<file path="config.mk">
export PLATFORM = sky130hd
export DESIGN_NAME = ac97_link
export DESIGN_NICKNAME = d
export VERILOG_FILES = /design/src/rtl/ac97_pkg.sv /design/src/rtl/ac97_rx_slots.sv /design/src/rtl/ac97_link.sv
export SDC_FILE = /design/constraint.sdc
export NUM_CORES = 1
export LEC_CHECK = 0
export CORE_ASPECT_RATIO = 1.1
export CORE_MARGIN = 2
export CORE_UTILIZATION = 54
export CTS_BUF_LIST = sky130_fd_sc_hd__clkbuf_16
export DETAILED_ROUTE_END_ITERATION = 8
export PLACE_DENSITY_LB_ADDON = 0.08
export REMOVE_ABC_BUFFERS = 1
export SYNTH_ARGS = -nofsm -noshare
export SYNTH_HDL_FRONTEND = slang
export SYNTH_SLANG_ARGS = --single-unit
</file>
<file path="constraint.sdc">
create_clock -name clock -period 3.8 [get_ports clock]
set_input_delay 0.57 -clock clock [delete_from_list [all_inputs] [get_ports clock]]
set_output_delay 0.57 -clock clock [all_outputs]
set_load 0.005 [all_outputs]
</file>
<file path="src/rtl/ac97_pkg.sv">
// Shared AC'97 frame geometry: slot boundaries, tag bit positions and the
// command record carried from the host side into an outgoing frame.
package ac97_pkg;

    localparam int FRAME_LEN = 256;
    localparam int SLOT_W    = 20;

    localparam logic [7:0] LAST_BIT    = 8'(FRAME_LEN - 1);
    localparam logic [7:0] SLOT1_START = 8'd16;
    localparam logic [7:0] SLOT2_START = 8'd36;
    localparam logic [7:0] SLOT3_START = 8'd56;
    localparam logic [7:0] SLOT4_START = 8'd76;
    localparam logic [7:0] SLOT_END    = 8'd96;

    localparam logic [7:0] TAG_VALID_BIT = 8'd0;
    localparam logic [7:0] TAG_SLOT1_BIT = 8'd1;
    localparam logic [7:0] TAG_SLOT2_BIT = 8'd2;
    localparam logic [7:0] TAG_SLOT3_BIT = 8'd3;
    localparam logic [7:0] TAG_SLOT4_BIT = 8'd4;

    typedef logic [SLOT_W-1:0] slot_t;

    typedef struct packed {
        logic        read;
        logic [6:0]  addr;
        logic [15:0] data;
    } cmd_t;

    // Bit of a 20-bit slot word at frame position b, MSB first from start.
    function automatic logic slot_bit(input slot_t word, input logic [7:0] b,
                                      input logic [7:0] start);
        logic [4:0] offs;
        offs = 5'(b - start);
        return word[5'(SLOT_W - 1) - offs];
    endfunction

endpackage

</file>
<file path="src/rtl/ac97_rx_slots.sv">
// Deserialises the codec's SDATA_IN stream: tag valid/slot bits and the
// slot 3/4 PCM samples, publishing them once per frame at SLOT_END.
module ac97_rx_slots
    import ac97_pkg::*;
(
    input  logic       clk_i,
    input  logic       reset_i,
    input  logic       active_i,
    input  logic [7:0] bit_count_i,
    input  logic       sdata_i,
    output slot_t      left_o,
    output slot_t      right_o,
    output logic       ready_o,
    output logic       codec_ready_o
);

    logic  tag_valid_q, tag_valid_d;
    logic  tag_left_q, tag_left_d;
    logic  tag_right_q, tag_right_d;
    logic  codec_ready_q, codec_ready_d;
    logic  ready_q, ready_d;
    slot_t left_sr_q, left_sr_d;
    slot_t right_sr_q, right_sr_d;
    slot_t left_q, left_d;
    slot_t right_q, right_d;

    always_comb begin
        tag_valid_d   = tag_valid_q;
        tag_left_d    = tag_left_q;
        tag_right_d   = tag_right_q;
        codec_ready_d = codec_ready_q;
        ready_d       = 1'b0;
        left_sr_d     = left_sr_q;
        right_sr_d    = right_sr_q;
        left_d        = left_q;
        right_d       = right_q;
        if (active_i) begin
            if (bit_count_i == TAG_VALID_BIT) tag_valid_d = sdata_i;
            if (bit_count_i == TAG_SLOT3_BIT) tag_left_d  = sdata_i;
            if (bit_count_i == TAG_SLOT4_BIT) tag_right_d = sdata_i;
            if (bit_count_i >= SLOT3_START && bit_count_i < SLOT4_START)
                left_sr_d = {left_sr_q[SLOT_W-2:0], sdata_i};
            if (bit_count_i >= SLOT4_START && bit_count_i < SLOT_END)
                right_sr_d = {right_sr_q[SLOT_W-2:0], sdata_i};
            if (bit_count_i == SLOT1_START) codec_ready_d = tag_valid_q;
            // The strobe fires every frame; only tagged-valid slots replace samples.
            if (bit_count_i == SLOT_END) begin
                ready_d = 1'b1;
                if (tag_valid_q && tag_left_q)  left_d  = left_sr_q;
                if (tag_valid_q && tag_right_q) right_d = right_sr_q;
            end
        end
    end

    always_ff @(posedge clk_i) begin
        if (reset_i) begin
            tag_valid_q   <= 1'b0;
            tag_left_q    <= 1'b0;
            tag_right_q   <= 1'b0;
            codec_ready_q <= 1'b0;
            ready_q       <= 1'b0;
            left_sr_q     <= '0;
            right_sr_q    <= '0;
            left_q        <= '0;
            right_q       <= '0;
        end else begin
            tag_valid_q   <= tag_valid_d;
            tag_left_q    <= tag_left_d;
            tag_right_q   <= tag_right_d;
            codec_ready_q <= codec_ready_d;
            ready_q       <= ready_d;
            left_sr_q     <= left_sr_d;
            right_sr_q    <= right_sr_d;
            left_q        <= left_d;
            right_q       <= right_d;
        end
    end

    assign left_o        = left_q;
    assign right_o       = right_q;
    assign ready_o       = ready_q;
    assign codec_ready_o = codec_ready_q;

endmodule

</file>
<file path="src/rtl/ac97_link.sv">
// AC'97 controller link: frame counter, SYNC/SDATA_OUT serialiser with
// PCM shadow registers, codec register command slot, and the receive path.
module ac97_link
    import ac97_pkg::*;
(
    input  logic        clock,
    input  logic        reset,
    input  logic [19:0] left_data,
    input  logic [19:0] right_data,
    input  logic        cmd_valid,
    input  logic        cmd_read,
    input  logic [6:0]  cmd_addr,
    input  logic [15:0] cmd_data,
    output logic        cmd_ready,
    output logic        sync,
    output logic        sdata_out,
    input  logic        sdata_in,
    output logic [19:0] left_in,
    output logic [19:0] right_in,
    output logic        ready,
    output logic        codec_ready
);

    logic       started_q;
    logic [7:0] bit_count_q, bit_count_d;
    logic       sync_q, sync_d;
    logic       sdata_q, sdata_d;
    logic       held_q, held_d;
    cmd_t       hold_q, hold_d;
    logic       tx_pend_q, tx_pend_d;
    cmd_t       tx_cmd_q, tx_cmd_d;
    slot_t      left_sh_q, left_sh_d;
    slot_t      right_sh_q, right_sh_d;
    logic       frame_end;
    logic       cmd_accept;
    cmd_t       incoming;
    slot_t      slot1_w, slot2_w;

    // cmd handshake: a command transfers on any rising edge where cmd_valid
    // and cmd_ready are both high; cmd_ready stays low while one is held.
    assign cmd_ready = started_q && !held_q;

    always_comb begin
        bit_count_d    = started_q ? bit_count_q + 8'd1 : 8'd0;
        frame_end      = started_q && (bit_count_q == LAST_BIT);
        cmd_accept     = cmd_valid && cmd_ready;
        incoming.read  = cmd_read;
        incoming.addr  = cmd_addr;
        incoming.data  = cmd_data;
        held_d         = held_q;
        hold_d         = hold_q;
        tx_pend_d      = tx_pend_q;
        tx_cmd_d       = tx_cmd_q;
        left_sh_d      = left_sh_q;
        right_sh_d     = right_sh_q;
        if (cmd_accept) begin
            held_d = 1'b1;
            hold_d = incoming;
        end
        if (frame_end) begin
            tx_pend_d  = held_q || cmd_accept;
            tx_cmd_d   = held_q ? hold_q : incoming;
            held_d     = 1'b0;
            left_sh_d  = left_data;
            right_sh_d = right_data;
        end
    end

    // Outputs are registered from the next bit position so they line up with bit_count.
    always_comb begin
        slot1_w = '0;
        slot2_w = '0;
        if (tx_pend_d) begin
            slot1_w = {tx_cmd_d.read, tx_cmd_d.addr, 12'b0};
            if (!tx_cmd_d.read) slot2_w = {tx_cmd_d.data, 4'b0};
        end
        sync_d  = (bit_count_d < SLOT1_START);
        sdata_d = 1'b0;
        if (bit_count_d < SLOT1_START) begin
            if (bit_count_d == TAG_VALID_BIT || bit_count_d == TAG_SLOT3_BIT ||
                bit_count_d == TAG_SLOT4_BIT)
                sdata_d = 1'b1;
            else if (bit_count_d == TAG_SLOT1_BIT || bit_count_d == TAG_SLOT2_BIT)
                sdata_d = tx_pend_d;
        end else if (bit_count_d < SLOT2_START) begin
            sdata_d = slot_bit(slot1_w, bit_count_d, SLOT1_START);
        end else if (bit_count_d < SLOT3_START) begin
            sdata_d = slot_bit(slot2_w, bit_count_d, SLOT2_START);
        end else if (bit_count_d < SLOT4_START) begin
            sdata_d = slot_bit(left_sh_d, bit_count_d, SLOT3_START);
        end else if (bit_count_d < SLOT_END) begin
            sdata_d = slot_bit(right_sh_d, bit_count_d, SLOT4_START);
        end
    end

    always_ff @(posedge clock) begin
        if (reset) begin
            started_q   <= 1'b0;
            bit_count_q <= '0;
            sync_q      <= 1'b0;
            sdata_q     <= 1'b0;
            held_q      <= 1'b0;
            hold_q      <= '0;
            tx_pend_q   <= 1'b0;
            tx_cmd_q    <= '0;
            left_sh_q   <= '0;
            right_sh_q  <= '0;
        end else begin
            started_q   <= 1'b1;
            bit_count_q <= bit_count_d;
            sync_q      <= sync_d;
            sdata_q     <= sdata_d;
            held_q      <= held_d;
            hold_q      <= hold_d;
            tx_pend_q   <= tx_pend_d;
            tx_cmd_q    <= tx_cmd_d;
            left_sh_q   <= left_sh_d;
            right_sh_q  <= right_sh_d;
        end
    end

    assign sync      = sync_q;
    assign sdata_out = sdata_q;

    ac97_rx_slots u_rx (
        .clk_i         (clock),
        .reset_i       (reset),
        .active_i      (started_q),
        .bit_count_i   (bit_count_q),
        .sdata_i       (sdata_in),
        .left_o        (left_in),
        .right_o       (right_in),
        .ready_o       (ready),
        .codec_ready_o (codec_ready)
    );

endmodule

</file>
# Word level (Yosys, flattened, before mapping)
# Cells that the tools add are included.
# W data, S select, Z words.
[classes]
n_eq_ne = 9
reduce_logical = 24
mux = 26
addsub = 9
n_lt_le_gt_ge = 13
n_bitwise = 1
[ops]
columns = ["cell", "n"]
rows = [
  ["$mux W20", 5],
  ["$mux W24", 2],
  ["$lt A8 B7 Y1 const B", 4],
  ["$eq A8 B2 Y1 const B", 3],
  ["$lt A5 B6 Y1 const B", 4],
  ["$bmux W1 S5", 4],
  ["$sub A5 B5 Y5 const A", 4],
  ["$eq A8 B3 Y1 const B", 2],
  ["$logic_not A8 Y1", 2],
  ["$lt A8 B6 Y1 const B", 2],
  ["$mux W1", 14],
  ["$reduce_and A2 Y1", 6],
  ["$sub A5 B5 Y5 const B", 2],
  ["$add A8 B1 Y8 const B", 1],
  ["$eq A8 B1 Y1 const B", 1],
  ["$eq A8 B5 Y1 const B", 1],
  ["$eq A8 B7 Y1 const B", 1],
  ["$eq A8 B8 Y1 const B", 1],
  ["$ge A8 B6 Y1 const B", 1],
  ["$ge A8 B7 Y1 const B", 1],
  ["$lt A8 B5 Y1 const B", 1],
  ["$mux W8", 1],
  ["$logic_and A1 B1 Y1", 7],
  ["$reduce_and A3 Y1", 2],
  ["6 further kinds", 10],
]
[word_totals]
ff_bits = 186
wordCells = 105
input_bits = 68

# Logic depth before layout (Yosys ltp)
# Gate-level depths: netlist of run 1.
[logic_depth]
ltp_word = 11
depth_mapped = 12
ltp_nobuf = 11

# Cells and area by module
# A second synthesis of run 1 with hierarchy kept.
[unflattened]
hier_cells = 901
area_unflattened_um2 = 8211.6
[by_module_without_submodules]
columns = ["mod", "instances", "cells_per_inst", "area_each_um2"]
rows = [
  ["ac97_link", 1, 557, 4707.0],
  ["ac97_rx_slots", 1, 344, 3504.6],
]

# Least setup slack after synthesis of run 1
# No wires, ideal clock.
[synth_path]
path_kind = "register to register"
startpoint = "reg bit_count_q[1]"
endpoint = "reg sdata_q (netlist: sdata_out)"
stages_incl_launch_ff = 13
slack_ns = 1.153
arrival_time_ns = 2.544
cell_sequence = "dfxtp_1 -> ha_1 -> xor2_1 -> and2_1 -> clkbuf_1 -> inv_1 -> clkbuf_1 -> ha_1 -> xnor2_1 -> nand3_1 -> o22a_1 -> o21a_1 -> a2111oi_2"
[synth_via]
elab_chain_len = 11
[synth_rtl]
columns = ["item", "line_no", "text"]
rows = [
  ["start, declared", "ac97_link.sv:25", "logic [7:0] bit_count_q, bit_count_d;"],
  ["start signal, assigned", "ac97_link.sv:110", "bit_count_q <= bit_count_d;"],
  ["$add A8 B1 Y8 *", "ac97_link.sv:44", "bit_count_d = started_q ? bit_count_q + 8'd1 : 8'd0;"],
  ["$mux W8 *", "ac97_link.sv:44", ""],
  ["named net bit_count_d[2]", "ac97_link.sv:25", ""],
  ["$sub A5 B4 Y5", "ac97_pkg.sv:33", "offs = 5'(b - start);"],
  ["$sub A5 B5 Y5", "ac97_pkg.sv:34", "return word[5'(SLOT_W - 1) - offs];"],
  ["$bmux W1 S5", "ac97_pkg.sv:34", ""],
  ["$mux W1 (not written as such)", "ac97_pkg.sv:34", ""],
  ["$mux W1", "ac97_link.sv:91", "end else if (bit_count_d < SLOT_END) begin"],
  ["$mux W1", "ac97_link.sv:89", "end else if (bit_count_d < SLOT4_START) begin"],
  ["$mux W1", "ac97_link.sv:87", "end else if (bit_count_d < SLOT3_START) begin"],
  ["$mux W1", "ac97_link.sv:85", "end else if (bit_count_d < SLOT2_START) begin"],
  ["$mux W1 *", "ac97_link.sv:79", "if (bit_count_d < SLOT1_START) begin"],
  ["end signal, assigned", "ac97_link.sv:112", "sdata_q <= sdata_d;"],
  ["end, declared", "ac97_link.sv:27", "logic sdata_q, sdata_d;"],
]
# Mark *: on every way through the listed nets, which the timed path passes. The rest lies on a longest branch. The select of a mux whose other input is x is not followed.
# A chain may end at the register's enable or synchronous reset.

# Worst setup path after layout of run 1
[layout_path]
startpoint = "reg bit_count_q[0]"
endpoint = "reg sdata_q (netlist: sdata_out)"
[layout_via]
elab_chain_len = 11
[layout_rtl]
columns = ["item", "line_no"]
rows = [
  ["$add A8 B1 Y8", "ac97_link.sv:44"],
  ["$mux W8", "ac97_link.sv:44"],
  ["$sub A5 B4 Y5", "ac97_pkg.sv:33"],
  ["$sub A5 B5 Y5", "ac97_pkg.sv:34"],
  ["$bmux W1 S5", "ac97_pkg.sv:34"],
  ["$mux W1 (not written as such)", "ac97_pkg.sv:34"],
  ["$mux W1", "ac97_link.sv:91"],
  ["$mux W1", "ac97_link.sv:89"],
  ["$mux W1", "ac97_link.sv:87"],
  ["$mux W1", "ac97_link.sv:85"],
  ["$mux W1 *", "ac97_link.sv:79"],
]
# Mark *: on every way between the ends. The rest lies on a longest branch, timed or not. The select of a mux whose other input is x is not followed.

==> summary.md, run 1 <==
| Metric | Value |
|---|---|
| Status | `finished, final reports clean` |
| Gpl congestion | `0.833` |
| Post-synth top area share | `0.482` |
| IO Pins | `between 100 and 150` |
| Die Ht | `around 130 um` |
| Post-CTS setup buffers | `0` |
| Fillers | `between 1,000 and 1,500` |
| Final net count | `between 1,000 and 1,500` |
| Clock transition at path regs | `around 0.06 ns` |
| Final setup fails | `0` |
| Hold bufs inserted after CTS | `0` |
| PnR worst setup slack | `about 0.52 ns` |
| Grt ovf | `0` |
| Global-route wire length before repair | `around 28,000 um` |
| Cells along the critical path | `ha_1 > nand4_2 > nor2_4 > buf_4 > mux2i_1 > o221ai_1 > o211ai_1 > o311ai_1 > a221oi_1 > a2111oi_2` |
| TritonCTS Buffers | `17` |
| Crit. End Element | `register` |
| GRT Util Overall | `0.226` |
| Vias in the first global route | `5,920` |
| Final period util | `0.864` |
| Layout overhead on the synthesized area | `22.3%` |
| Std-Cell Rows | `45` |
| Non-Filler Instances | `between 1,000 and 1,500` |
| Worst path max stage delay | `0.50 ns` |
| Count of input and output buffers | `112` |
| Area of the multi-input gates | `3650 um2` |
| Post-CTS Resized | `0` |
| Dpl ws | `between 0.5 and 0.6 ns` |
| Synth area leaders | `dfxtp_1, mux2i_1, nand2_1` |
| Mapped cell area | `around 7700 um2` |
| Die width | `between 100 and 150 um` |
| WL final | `between 15,000 and 20,000 um` |
| Initial antenna violation count | `0` |
| Initial Util | `0.556` |
| Worst Max-Slew Pin Slew | `around 0.89 ns` |
| DR pass1 iterations | `5` |
| Worst Path Required | `between 4 and 5 ns` |
| CP delay by family, top | `compound AO/OA/AOI/OAI gates` |
| Crit path kind | `reg2reg` |
| Avg Cell Area, Syn | `approximately 8.4 um2` |
| Clock Latency Late Sink | `between 0.4 and 0.5 ns` |
| Cell area after layout | `roughly 9500 um2` |
| Post-DP HPWL | `approximately 11,000 um` |
| Most frequent cells in the layout | `nand2_1, dfxtp_1, nor2_1, clkdlybuf4s50_1, a21oi_1` |
| Post-synth EDFFs | `0` |
| Die area | `roughly 15,000 um2` |
| DR vias/cell | `between 5 and 6` |
| Worst Hold Class | `reg2reg` |
| Max IR drop VDD | `between 200 and 250 uV` |
| Critical path buffers and inverters | `1` |
| Syn. warnings | `0` |
| Slew margin rel. | `0.403` |
| Routed WL per cell | `~14 um` |
| Most common cell after layout, fill and taps aside | `nand2_1` |
| CTS root buf | `clkbuf_16` |
| DRC | `0` |
| Minimum clock period | `between 3 and 4 ns` |
| Synth Flop Type | `dfxtp_1` |
| Synthesized instance count | `slightly above 900` |
| Violation count after the first detailed-routing iteration | `around 440` |
| Htree depth | `4` |
| Post-synth ARST share | `0` |
| RSZ-0062 raised after global routing | `no` |
| Post-DP Area | `8860 um2` |
| Largest net degree at the start of global routing | `85` |
| Highest clock rate | `0.305 GHz` |
| Setup TNS | `0 ns` |
| Worst Skew | `0.00547 ns` |
| Antenna Violating Nets Remaining | `0` |
| PwrDens | `around 420 nW/um2` |
| Slowest cell on the critical path | `dfxtp_1` |
| Synth area leader | `dfxtp_1` |
| Via count | `approximately 6,400` |
| Share of layout cells above drive strength 1 | `0.0497` |
| Leakage power | `around 3.4 nW` |
| Fin. max-slew vios | `0` |
| Clock Sinks | `about 190` |
| CTS tree | `built` |
| Placed cells | `between 1,000 and 1,500` |
| CP Launch Type | `register` |
| Fin. Hold Viols | `0` |
| Critical Path AT | `3.55 ns` |
| Antenna Cells | `0` |
| Worst Path Max Fanout | `38` |
| Seq cells post-synth | `between 150 and 200` |
| Core area | `roughly 14,000 um2` |
| Clock buffer depth | `2` |
| FF+latch area | `3720 um2` |
| Seq/Total Area, Yosys | `0.482` |
| Max-cap viol count | `0` |
| Distinct cell type count after synthesis | `56` |
path summary, 6_finish.rpt:
kind	cells past startpoint	endpoint	slack, ns	from
worst max-delay path	10	sdata_out$_SDFF_PP0_	0.52	bit_count_q[0]$_SDFF_PP0_
worst min-delay path	2	u_rx.right_o[16]$_SDFFE_PP0P_	0.45	u_rx.right_o[16]$_SDFFE_PP0P_
worst max register to register	10	sdata_out$_SDFF_PP0_	0.52	bit_count_q[0]$_SDFF_PP0_
worst min register to register	2	u_rx.right_o[16]$_SDFFE_PP0P_	0.45	u_rx.right_o[16]$_SDFFE_PP0P_
cell usage after synthesis, types with 3 or more instances:
master and number:
nand2_1 187, dfxtp_1 186, nor2_1 112, a21oi_1 90
mux2i_1 86, clkbuf_1 51, nand3_1 31, o21ai_0 23
o22ai_1 16, o21ai_1 10, nor3_1 9, and2_1 8
inv_1 8, buf_2 7, buf_4 7, ha_1 6
xnor2_1 6, a22oi_1 5, nor2b_1 5, o211ai_1 5
a31oi_1 4, and4_1 4, nand4_1 4, a211oi_1 3
and2_0 3, buf_1 3, o221ai_1 3, o31ai_1 3
registers in the layout (all words and copies together), names as in the netlist, 8 cells and up:
register / count
u_rx.right_o: 20
u_rx.left_o: 20
u_rx.left_sr_q: 20
left_sh_q: 20
hold_q: 24
tx_cmd_q: 24
right_sh_q: 20
u_rx.right_sr_q: 20
bit_count_q: 8
cell families after synthesis:
family	count (synthesis)	synth area share
and+or+nand+nor	379	0.209
DFF	186	0.482
AOI/OAI and AO/OA	176	0.131
muxes	87	0.113
buffers and inverters	79	0.0469
xor gates and xnor gates	8	0.00906
adders and majority gates	6	0.00971
routing by layer:
metal | track usage | up-vias | part of all wire
li1 | - | 3265 | -
met1 | 0.289 | 2941 | 0.46
met2 | 0.388 | 131 | 0.50
met3 | 0.0458 | 16 | 0.035
met4 | 0.0666 | 0 | 0.0092
met5 | 0 | - | 0
layout make-up:
class | instances | share of cell area
Clock buffer | 17 | 0.0450
Multi-Input combinational cell | 656 | 0.386
Timing Repair Buffer | 125 | 0.130
Sequential cell | 186 | 0.394
Clock inverter | 15 | 0.0169
Tap cell | 188 | 0.0249
Inverter | 8 | 0.00318
tightest hold or removal path, delay by kind of cell (launching register included):
family          cells  cell delay [ns]
compound gates      1             0.05
flops               1             0.31
simple gates        1             0.05
metrics by stage:
stage               utilization  hold WS, ns  total power [mW]
finish                    0.680        0.446              3.95
global route              0.680        0.468              4.09
CTS                       0.680        0.451              3.98
detailed placement        0.637        0.444              2.24
global placement          0.637        0.439              2.24
floorplan                     -        0.427              2.10
power breakdown:
part	internal, mW	total [mW]	switching [mW]
Combinational	0.106	0.216	0.109
Clock	1.02	1.76	0.734
Sequential	1.97	1.98	0.0128
Power figures use the tool's default switching activity.
==> run 2: changes to the inputs <==
Settings changed: GPL_ROUTABILITY_DRIVEN set to 1.
==> results of run 2 <==
Final layout, timing and power as in run 1 (identical DEF).
